`config.mk`:
```
export PLATFORM = sky130hd
export DESIGN_NAME = imem_arb
export DESIGN_NICKNAME = d
export VERILOG_FILES = /design/src/rtl/imem_arb.sv
export SDC_FILE = /design/constraint.sdc
export NUM_CORES = 1
export LEC_CHECK = 0
export ABC_AREA = 1
export BUFFER_PORTS_ARGS = -buffer_cell sky130_fd_sc_hd__buf_4
export CORE_AREA = 2 2 179 181
export DETAILED_ROUTE_END_ITERATION = 6
export DIE_AREA = 0 0 181 183
export PLACE_DENSITY = 0.66
export REMOVE_ABC_BUFFERS = 1
export SLEW_MARGIN = 10
export SYNTH_ARGS = -nofsm -noshare
export SYNTH_HDL_FRONTEND = slang
export SYNTH_SLANG_ARGS = --single-unit
```
`constraint.sdc`:
```
create_clock -name clk -period 2.85 [get_ports clk]
set_clock_uncertainty 0.05 [all_clocks]
set_input_delay 0.4275 -clock clk [delete_from_list [all_inputs] [get_ports clk]]
set_output_delay 0.4275 -clock clk [all_outputs]
set_load 0.01 [all_outputs]
```
`src/rtl/imem_arb.sv`:
```
// imem_arb: arbiter and line-assembly controller for the single-port
// 256x128 instruction memory.
//
// The port is shared between fetch reads and 32-bit host program-load words.
// Host words are gathered in a four-word line buffer. When the fetch unit
// leaves the port idle, the buffer is committed as one 128-bit write.
// Fetch reads have strict priority over commits.
//
// Optional macro IMEM_ARB_FAIR_EN adds a wait counter. A commit that has been
// denied MAX_WAIT times is then forced, and the colliding fetch read is dropped.
module imem_arb #(
  parameter int ADDR_WIDTH = 8,
  parameter int MAX_WAIT   = 8
) (
  input  logic                  clk,
  input  logic                  rst_n,
  input  logic                  ifu_arb_ce,
  input  logic [ADDR_WIDTH-1:0] ifu_arb_addr,
  output logic [127:0]          arb_ifu_dout,
  output logic                  arb_ifu_dvld,
  output logic                  arb_ifu_stall,
  input  logic                  hst_arb_vld,
  input  logic [ADDR_WIDTH+1:0] hst_arb_addr,
  input  logic [31:0]           hst_arb_wdata,
  input  logic                  hst_arb_flush,
  output logic                  arb_hst_rdy,
  output logic                  arb_hst_busy,
  output logic                  mem_ce,
  output logic                  mem_we,
  output logic [ADDR_WIDTH-1:0] mem_addr,
  output logic [127:0]          mem_din,
  input  logic [127:0]          mem_dout
);

  typedef enum logic [1:0] {IDLE, FILL, PEND} state_t;

  state_t                  state;
  logic [ADDR_WIDTH-1:0]   tag;
  logic [127:0]            line_buf;
  logic [3:0]              mask;
  logic                    skid_vld;
  logic [ADDR_WIDTH+1:0]   skid_addr;
  logic [31:0]             skid_data;

  logic                    word_acc;
  logic                    flush_acc;
  logic                    commit;
  logic                    force_commit;
  logic [ADDR_WIDTH-1:0]   word_line;
  logic [1:0]              word_idx;
  logic [ADDR_WIDTH-1:0]   skid_line;
  logic [1:0]              skid_idx;

  // Builds a line that holds a single word at the given index.
  function automatic logic [127:0] place_word(input logic [1:0] idx,
                                              input logic [31:0] data);
    logic [127:0] line;
    line = '0;
    line[{idx, 5'd0} +: 32] = data;
    return line;
  endfunction

  assign word_line = hst_arb_addr[ADDR_WIDTH+1:2];
  assign word_idx  = hst_arb_addr[1:0];
  assign skid_line = skid_addr[ADDR_WIDTH+1:2];
  assign skid_idx  = skid_addr[1:0];

  assign arb_hst_rdy  = (state != PEND);
  assign arb_hst_busy = (state != IDLE) | skid_vld;
  assign word_acc     = hst_arb_vld & arb_hst_rdy;
  assign flush_acc    = hst_arb_flush & ~hst_arb_vld & arb_hst_rdy;

  // A commit takes the port when fetch is idle, or when the wait limit forces it.
  assign commit = (state == PEND) & (~ifu_arb_ce | force_commit);

  // Memory port: a commit write, otherwise a fetch read.
  always_comb begin
    mem_ce   = ifu_arb_ce | commit;
    mem_we   = commit;
    mem_addr = commit ? tag : ifu_arb_addr;
    mem_din  = '0;
    for (int k = 0; k < 4; k++) begin
      if (mask[k]) mem_din[32*k +: 32] = line_buf[32*k +: 32];
    end
  end

  assign arb_ifu_dout = mem_dout;

`ifdef IMEM_ARB_FAIR_EN
  localparam int CW = $clog2(MAX_WAIT) + 1;
  localparam logic [CW-1:0] WAIT_LIMIT = CW'(MAX_WAIT);

  logic [CW-1:0] wait_cnt;

  assign force_commit  = (state == PEND) & (wait_cnt == WAIT_LIMIT);
  assign arb_ifu_stall = force_commit & ifu_arb_ce;

  // Count PEND cycles in which the commit lost the port to a fetch read.
  always_ff @(posedge clk or negedge rst_n) begin
    if (!rst_n) begin
      wait_cnt <= '0;
    end else if (commit) begin
      wait_cnt <= '0;
    end else if (state == PEND && ifu_arb_ce) begin
      wait_cnt <= wait_cnt + 1'b1;
    end
  end
`else
  logic unused_max_wait;
  assign unused_max_wait = (MAX_WAIT != 0);
  assign force_commit    = 1'b0;
  assign arb_ifu_stall   = 1'b0;
`endif

  // Read data is valid one cycle after a granted fetch read. Dropped reads stay invalid.
  always_ff @(posedge clk or negedge rst_n) begin
    if (!rst_n) arb_ifu_dvld <= 1'b0;
    else        arb_ifu_dvld <= ifu_arb_ce & ~arb_ifu_stall;
  end

  // Line-assembly state machine: fill, hand-off to PEND, commit, then reload from the skid.
  always_ff @(posedge clk or negedge rst_n) begin
    if (!rst_n) begin
      state     <= IDLE;
      tag       <= '0;
      line_buf  <= '0;
      mask      <= '0;
      skid_vld  <= 1'b0;
      skid_addr <= '0;
      skid_data <= '0;
    end else if (commit) begin
      if (skid_vld) begin
        line_buf <= place_word(skid_idx, skid_data);
        mask     <= 4'b0001 << skid_idx;
        tag      <= skid_line;
        skid_vld <= 1'b0;
        state    <= (skid_idx == 2'd3) ? PEND : FILL;
      end else begin
        line_buf <= '0;
        mask     <= '0;
        state    <= IDLE;
      end
    end else begin
      case (state)
        IDLE: begin
          if (word_acc) begin
            line_buf[{word_idx, 5'd0} +: 32] <= hst_arb_wdata;
            mask[word_idx] <= 1'b1;
            tag            <= word_line;
            state          <= (word_idx == 2'd3) ? PEND : FILL;
          end
        end
        FILL: begin
          if (word_acc) begin
            if (word_line == tag) begin
              line_buf[{word_idx, 5'd0} +: 32] <= hst_arb_wdata;
              mask[word_idx] <= 1'b1;
              if (word_idx == 2'd3) state <= PEND;
            end else begin
              skid_vld  <= 1'b1;
              skid_addr <= hst_arb_addr;
              skid_data <= hst_arb_wdata;
              state     <= PEND;
            end
          end else if (flush_acc) begin
            state <= PEND;
          end
        end
        default: state <= state;
      endcase
    end
  end

endmodule

```
# Yosys cells after proc, flatten, opt, wreduce, memory -nomap -nowiden
# Cells that the tools add are included.
[word_totals]
regBits = 186
latchBits = 0
mem_bits_rw = 0
romBits = 0
input_bits = 183
output_inout_bits = 270
elab_cells = 92
mem_count = 0
[op_classes]
addsub = 2
multipliers = 0
n_div = 0
order_cmp = 2
n_eq_ne = 13
n_shift = 5
n_mux = 38
bitwise = 12
n_reduce_logical = 12
[op_table]
columns = ["cell", "count"]
rows = [
  ["two-way mux 128 bit", 5],
  ["case mux 128 bit (2 select lines)", 1],
  ["variable shift 32 x 9 -> 128 bit (first input constant)", 2],
  ["variable part select 32 x 9 -> 128 bit", 2],
  ["bitwise AND 128 bit", 1],
  ["bitwise mux 128 bit", 1],
  ["two-way mux 32 bit", 4],
  ["two-way mux 8 bit", 5],
  ["two-way mux 4 bit", 5],
  ["two-way mux 2 bit", 9],
  ["negator 7 -> 9 bit", 2],
  ["AND reduction 4 bit", 3],
  ["inequality test 3 bit (second input constant)", 3],
  ["== test 8 bit", 1],
  ["case mux 4 bit (2 select lines)", 1],
  ["nonzero test 2 bit", 4],
  ["== test 2 bit (second input constant)", 3],
  ["inequality test 2 bit (second input constant)", 3],
  ["AND reduction 3 bit", 2],
  ["two-way mux 1 bit", 5],
  ["inequality test 5 bit (second input constant)", 1],
  ["bitwise AND 1 bit", 4],
  ["inequality test 4 bit (second input constant)", 1],
  ["NOT 1 bit", 4],
  ["11 further kinds", 12],
]

# Longest topological paths before layout
[depth]
ltp_word = 9
depth_mapped = 12
depth_no_buf = 10

# Worst setup path after synthesis
# OpenSTA, ideal clock, no wires.
[synth_timing]
path_kind = "register to register"
startpoint = "register skid_addr[0]"
endpoint = "register line_buf[40]"
setup_ps = 66
arrival_time_ps = 2289
t_required_ps = 2734
path_slack_ps = 445
stages_incl_launch_ff = 12
path_buffers = 3
period_less_slack_ps = 2405
cell_sequence = "dfrtp_1 > buf_2 > clkbuf_1 > inv_1 > ha_1 > inv_1 > nor2_1 > clkbuf_1 > nand3_1 > o21ai_0 > nand4_1 > nand2_1"
[synth_via]
elab_chain_cells = 5
word_cells_on_any_way = 6
cone_classes = "add/sub (1); shift (2); mux (2); bitwise (1)"
[synth_rtl]
columns = ["element", "line_no", "text"]
rows = [
  ["from (decl)", "42", "logic [ADDR_WIDTH+1:0] skid_addr;"],
  ["from (signal assigned)", "161", "skid_addr <= hst_arb_addr;"],
  ["negator 7 -> 9 bit *", "59", "line[{idx, 5'd0} +: 32] = data;"],
  ["variable part select 32 x 9 -> 128 bit or variable shift 32 x 9 -> 128 bit (tied branches)", "59", ""],
  ["bitwise AND 128 bit (no source line) *", "--", ""],
  ["two-way mux 128 bit *", "132", "if (skid_vld) begin"],
  ["two-way mux 128 bit *", "131", "end else if (commit) begin"],
  ["to (signal assigned)", "133", "line_buf <= place_word(skid_idx, skid_data);"],
  ["to (signal, indexed assignment)", "147", "line_buf[{word_idx, 5'd0} +: 32] <= hst_arb_wdata;"],
  ["to (signal, indexed assignment)", "156", "line_buf[{word_idx, 5'd0} +: 32] <= hst_arb_wdata;"],
  ["to (decl)", "39", "logic [127:0] line_buf;"],
]
# Every way passes the cells marked *; elsewhere a longest branch is shown, timed or not.
# A chain may end at the register's enable or synchronous reset.

# Worst setup path in the final report
[layout_timing]
startpoint = "register mask[2]"
endpoint = "output port mem_din[91]"
[layout_via]
elab_chain_cells = 1
[layout_rtl]
columns = ["element", "line_no", "text"]
rows = [
  ["from (decl)", "40", "logic [3:0] mask;"],
  ["from (signal assigned)", "134", "mask <= 4'b0001 << skid_idx;"],
  ["two-way mux 32 bit", "83", "if (mask[k]) mem_din[32*k +: 32] = line_buf[32*k +: 32];"],
  ["to (decl)", "31", "output logic [127:0] mem_din,"],
]
# Every way passes these cells.

==> flow_summary.toml <==
[outcome]
status = "finished, final reports clean"

[critical_path]
r2r_cells = 9
cp.arrival_ps = 1850
worstReg2RegStart = "state[1]$_DFFE_PN0P_"
cp.required_ps = 2370
crit_path_start_kind = "flop"
slowest_delay_ps = 990
crit_path_end_kind = "output port"
reg2reg_to = "line_buf[105]$_DFFE_PN0P_"
path_cells = "nand2_1 > inv_1 > buf_4"
critPathSlowestCell = "dfrtp_1"
criticalPathCategory = "reg -> out"
path_max_fanout = 34
r2r_slack_ps = 560

[finish]
drive_gt1_share_pct = 16.8
n_fill_cell = 3310
regArea_um2 = 4660
nets = 1997
syn_to_final_growth_pct = 12.1
final_util_pct = 44.3
layout_common_cells = "nand2_1 (646), buf_4 (230), inv_1 (185), dfrtp_1 (185), nand4_1 (160)"
mostFrequentLayoutCell = "nand2_1"
multiInputGateArea_um2 = 5340

[synthesis]
synth_area_leaders = "dfrtp_1 (38%), nand2_1 (20%), buf_4 (9.1%), nand4_1 (8.1%), inv_1 (5.6%)"
ys_seq_area_share_pct = 37.7
syn_avg_cell_area_um2 = 6.82
ys_warn_count = 0
ys_seq_elements = 186
syn_inst = 1810
syn_area_um2 = 12300
yosys.area.top_type = "dfrtp_1"
yosysTopAreaCellShare_pct = 37.7
synth_cell_types = 31

[clock_network]
clk_root_buffer_cell = "clkbuf_16"
insertion_delay_ps = 450
cts_buffer_depth = 2
path_clk_slew_ps = 70
postCtsSetupRepairBufs = 0
numClockSinks = 186
cts-buffers-inserted = 17
htree_levels = 4
cts_tree = "yes"

[job]
maxCapViolations = 0

[floorplanning]
start_util_pct = 39.5
die_h_um = 183
rows = 65
dieArea_um2 = 33100
die_w_um = 181
num_io_pins = 453
core_region_area_um2 = 31200

[sta]
tightest_slew_ps = 990
relSlewSlack_pct = 34.0
period_minus_slack_ps = 2330
finalCritPeriodShare_pct = 81.7
hold_viol = 0
setup_tns_ps = 0
setup-violations-final = 0
max_freq_ghz = 0.429
rsz0062_at_grt = "no"
slew_violations = 0

[route]
drc_errors = 0
drt-initial-drc-count = 1400
antenna_left = 0
wl_um = 65300
drtPass1Iterations = 6
vias = 12300
via_per_inst = 5.56
route.detailed.wl_per_inst_um = 29.4

[hold_path]
whs_path_depth = 1
holdCritStartpoint = "ifu_arb_ce"
holdPathEnd = "arb_ifu_dvld$_DFF_PN0_"
hp-class = "in -> reg"

[global_routing]
antenna_found_initial = 1
grt_pass1_wl_um = 90700
grt_pass1_vias = 11600
grt_max_degree = 83
overflow = 0
grt_use_total_pct = 39.3

[placed_design]
port_buffers = 195
hpwl_um = 51000
gp_congestion = 1.01

[power]
p_leak_nw = 7.93
ir_drop_v = 0.000461
power_density_nw_per_um2 = 806
==> worst max-delay path, delay by kind of cell, from the launching register on <==
kind	cells	cell delay (ps)
buffers and inverters	2	220
AND/OR/NAND/NOR	1	180
flip-flops	1	990
==> where the power goes <==
part	internal (mW)	switching (mW)
registers	3.27	0.674
logic	1.29	3.36
clock network	1.28	1.28
==> logic make-up after synthesis <==
kind of cell    count (synthesis)  share of synthesized area, %
simple gates                  969                          34.3
other cells                     1                        0.0304
compound gates                175                          7.32
buf+inv                       465                          19.3
xor+xnor                        4                         0.284
flops                         186                          37.7
fa+ha+maj                      10                          1.01
==> layout make-up <==
type / count / area share (%)
multi-input combinational: 1159 / 38.6
sequential: 186 / 33.6
timing repair buffer: 243 / 14.2
inverter: 197 / 5.34
tap: 402 / 3.63
clock buffer: 17 / 3.07
clock inverter: 15 / 1.48
antenna: 1 / 0.0181
==> worst max path at each step <==
stage,startpoint,depth (start not counted),end
after floorplan,ifu_arb_ce,6,line_buf[100]$_DFFE_PN0P_
after global placement,hst_arb_addr[3],11,line_buf[68]$_DFFE_PN0P_
after detailed placement,hst_arb_addr[3],11,line_buf[92]$_DFFE_PN0P_
after CTS,mask[2]$_DFFE_PN0P_,3,mem_din[91]
after global routing,mask[2]$_DFFE_PN0P_,3,mem_din[91]
final,mask[2]$_DFFE_PN0P_,3,mem_din[91]
==> synth_stat cells <==
cell      instances
nand2_1         649
dfrtp_1         186
inv_1           185
nand4_1         160
buf_4           149
nand3_1         106
o21ai_0          97
o21ai_1          65
clkbuf_1         62
buf_2            45
nor2_1           41
inv_2            12
ha_1             10
buf_1             8
o211ai_1          8
xnor2_1           4
buf_6             3
nand2_2           2
nand3_2           2
nor2_2            2
nor2_4            2
nor3_1            2
o22ai_1           2
a21oi_1           1
a22oi_1           1
clkbuf_4          1
conb_1            1
nand3_4           1
nor3_2            1
o21bai_1          1
or2_1             1
==> state kept, by name, summed over array words and instances (netlist names) <==
register	flops
skid_vld	1
skid_addr	10
arb_ifu_dvld	1
state	2
mask	4
skid_data	32
tag	8
line_buf	128
==> what timing repair did <==
action / CTS / global route
endpoints found under the setup margin: 0 / 0
gates resized for setup: 0 / 0
hold endpoints to repair: 45 / 0
hold buffers: 1 / 0
==> metrics by stage <==
stage / cell area, um^2 / hold slack (ps) / power [mW] / setup slack [ps] / instances
after floorplan: 10700 / 81.9 / 6.28 / -2610 / 1542
after global placement: 13200 / 358 / 8.41 / 478 / 2186
after detailed placement: 13200 / 362 / 8.51 / 421 / 2186
after CTS: 13800 / 49.4 / 11.0 / 521 / 2219
after global routing: 13800 / 51.8 / 11.8 / 314 / 2220
final: 13800 / 56.4 / 11.2 / 521 / 2220
==> metal layers <==
| metal | up-vias | GRT usage [%] | share of wire (%) |
|---|---|---|---|
| li1 | 5627 | - | - |
| met3 | 152 | 33.4 | 21 |
| met1 | 5675 | 35.5 | 29 |
| met2 | 882 | 58.0 | 42 |
| met5 | - | 7.26 | 0.44 |
| met4 | 8 | 26.4 | 8.0 |
Power figures use the tool's default switching activity.
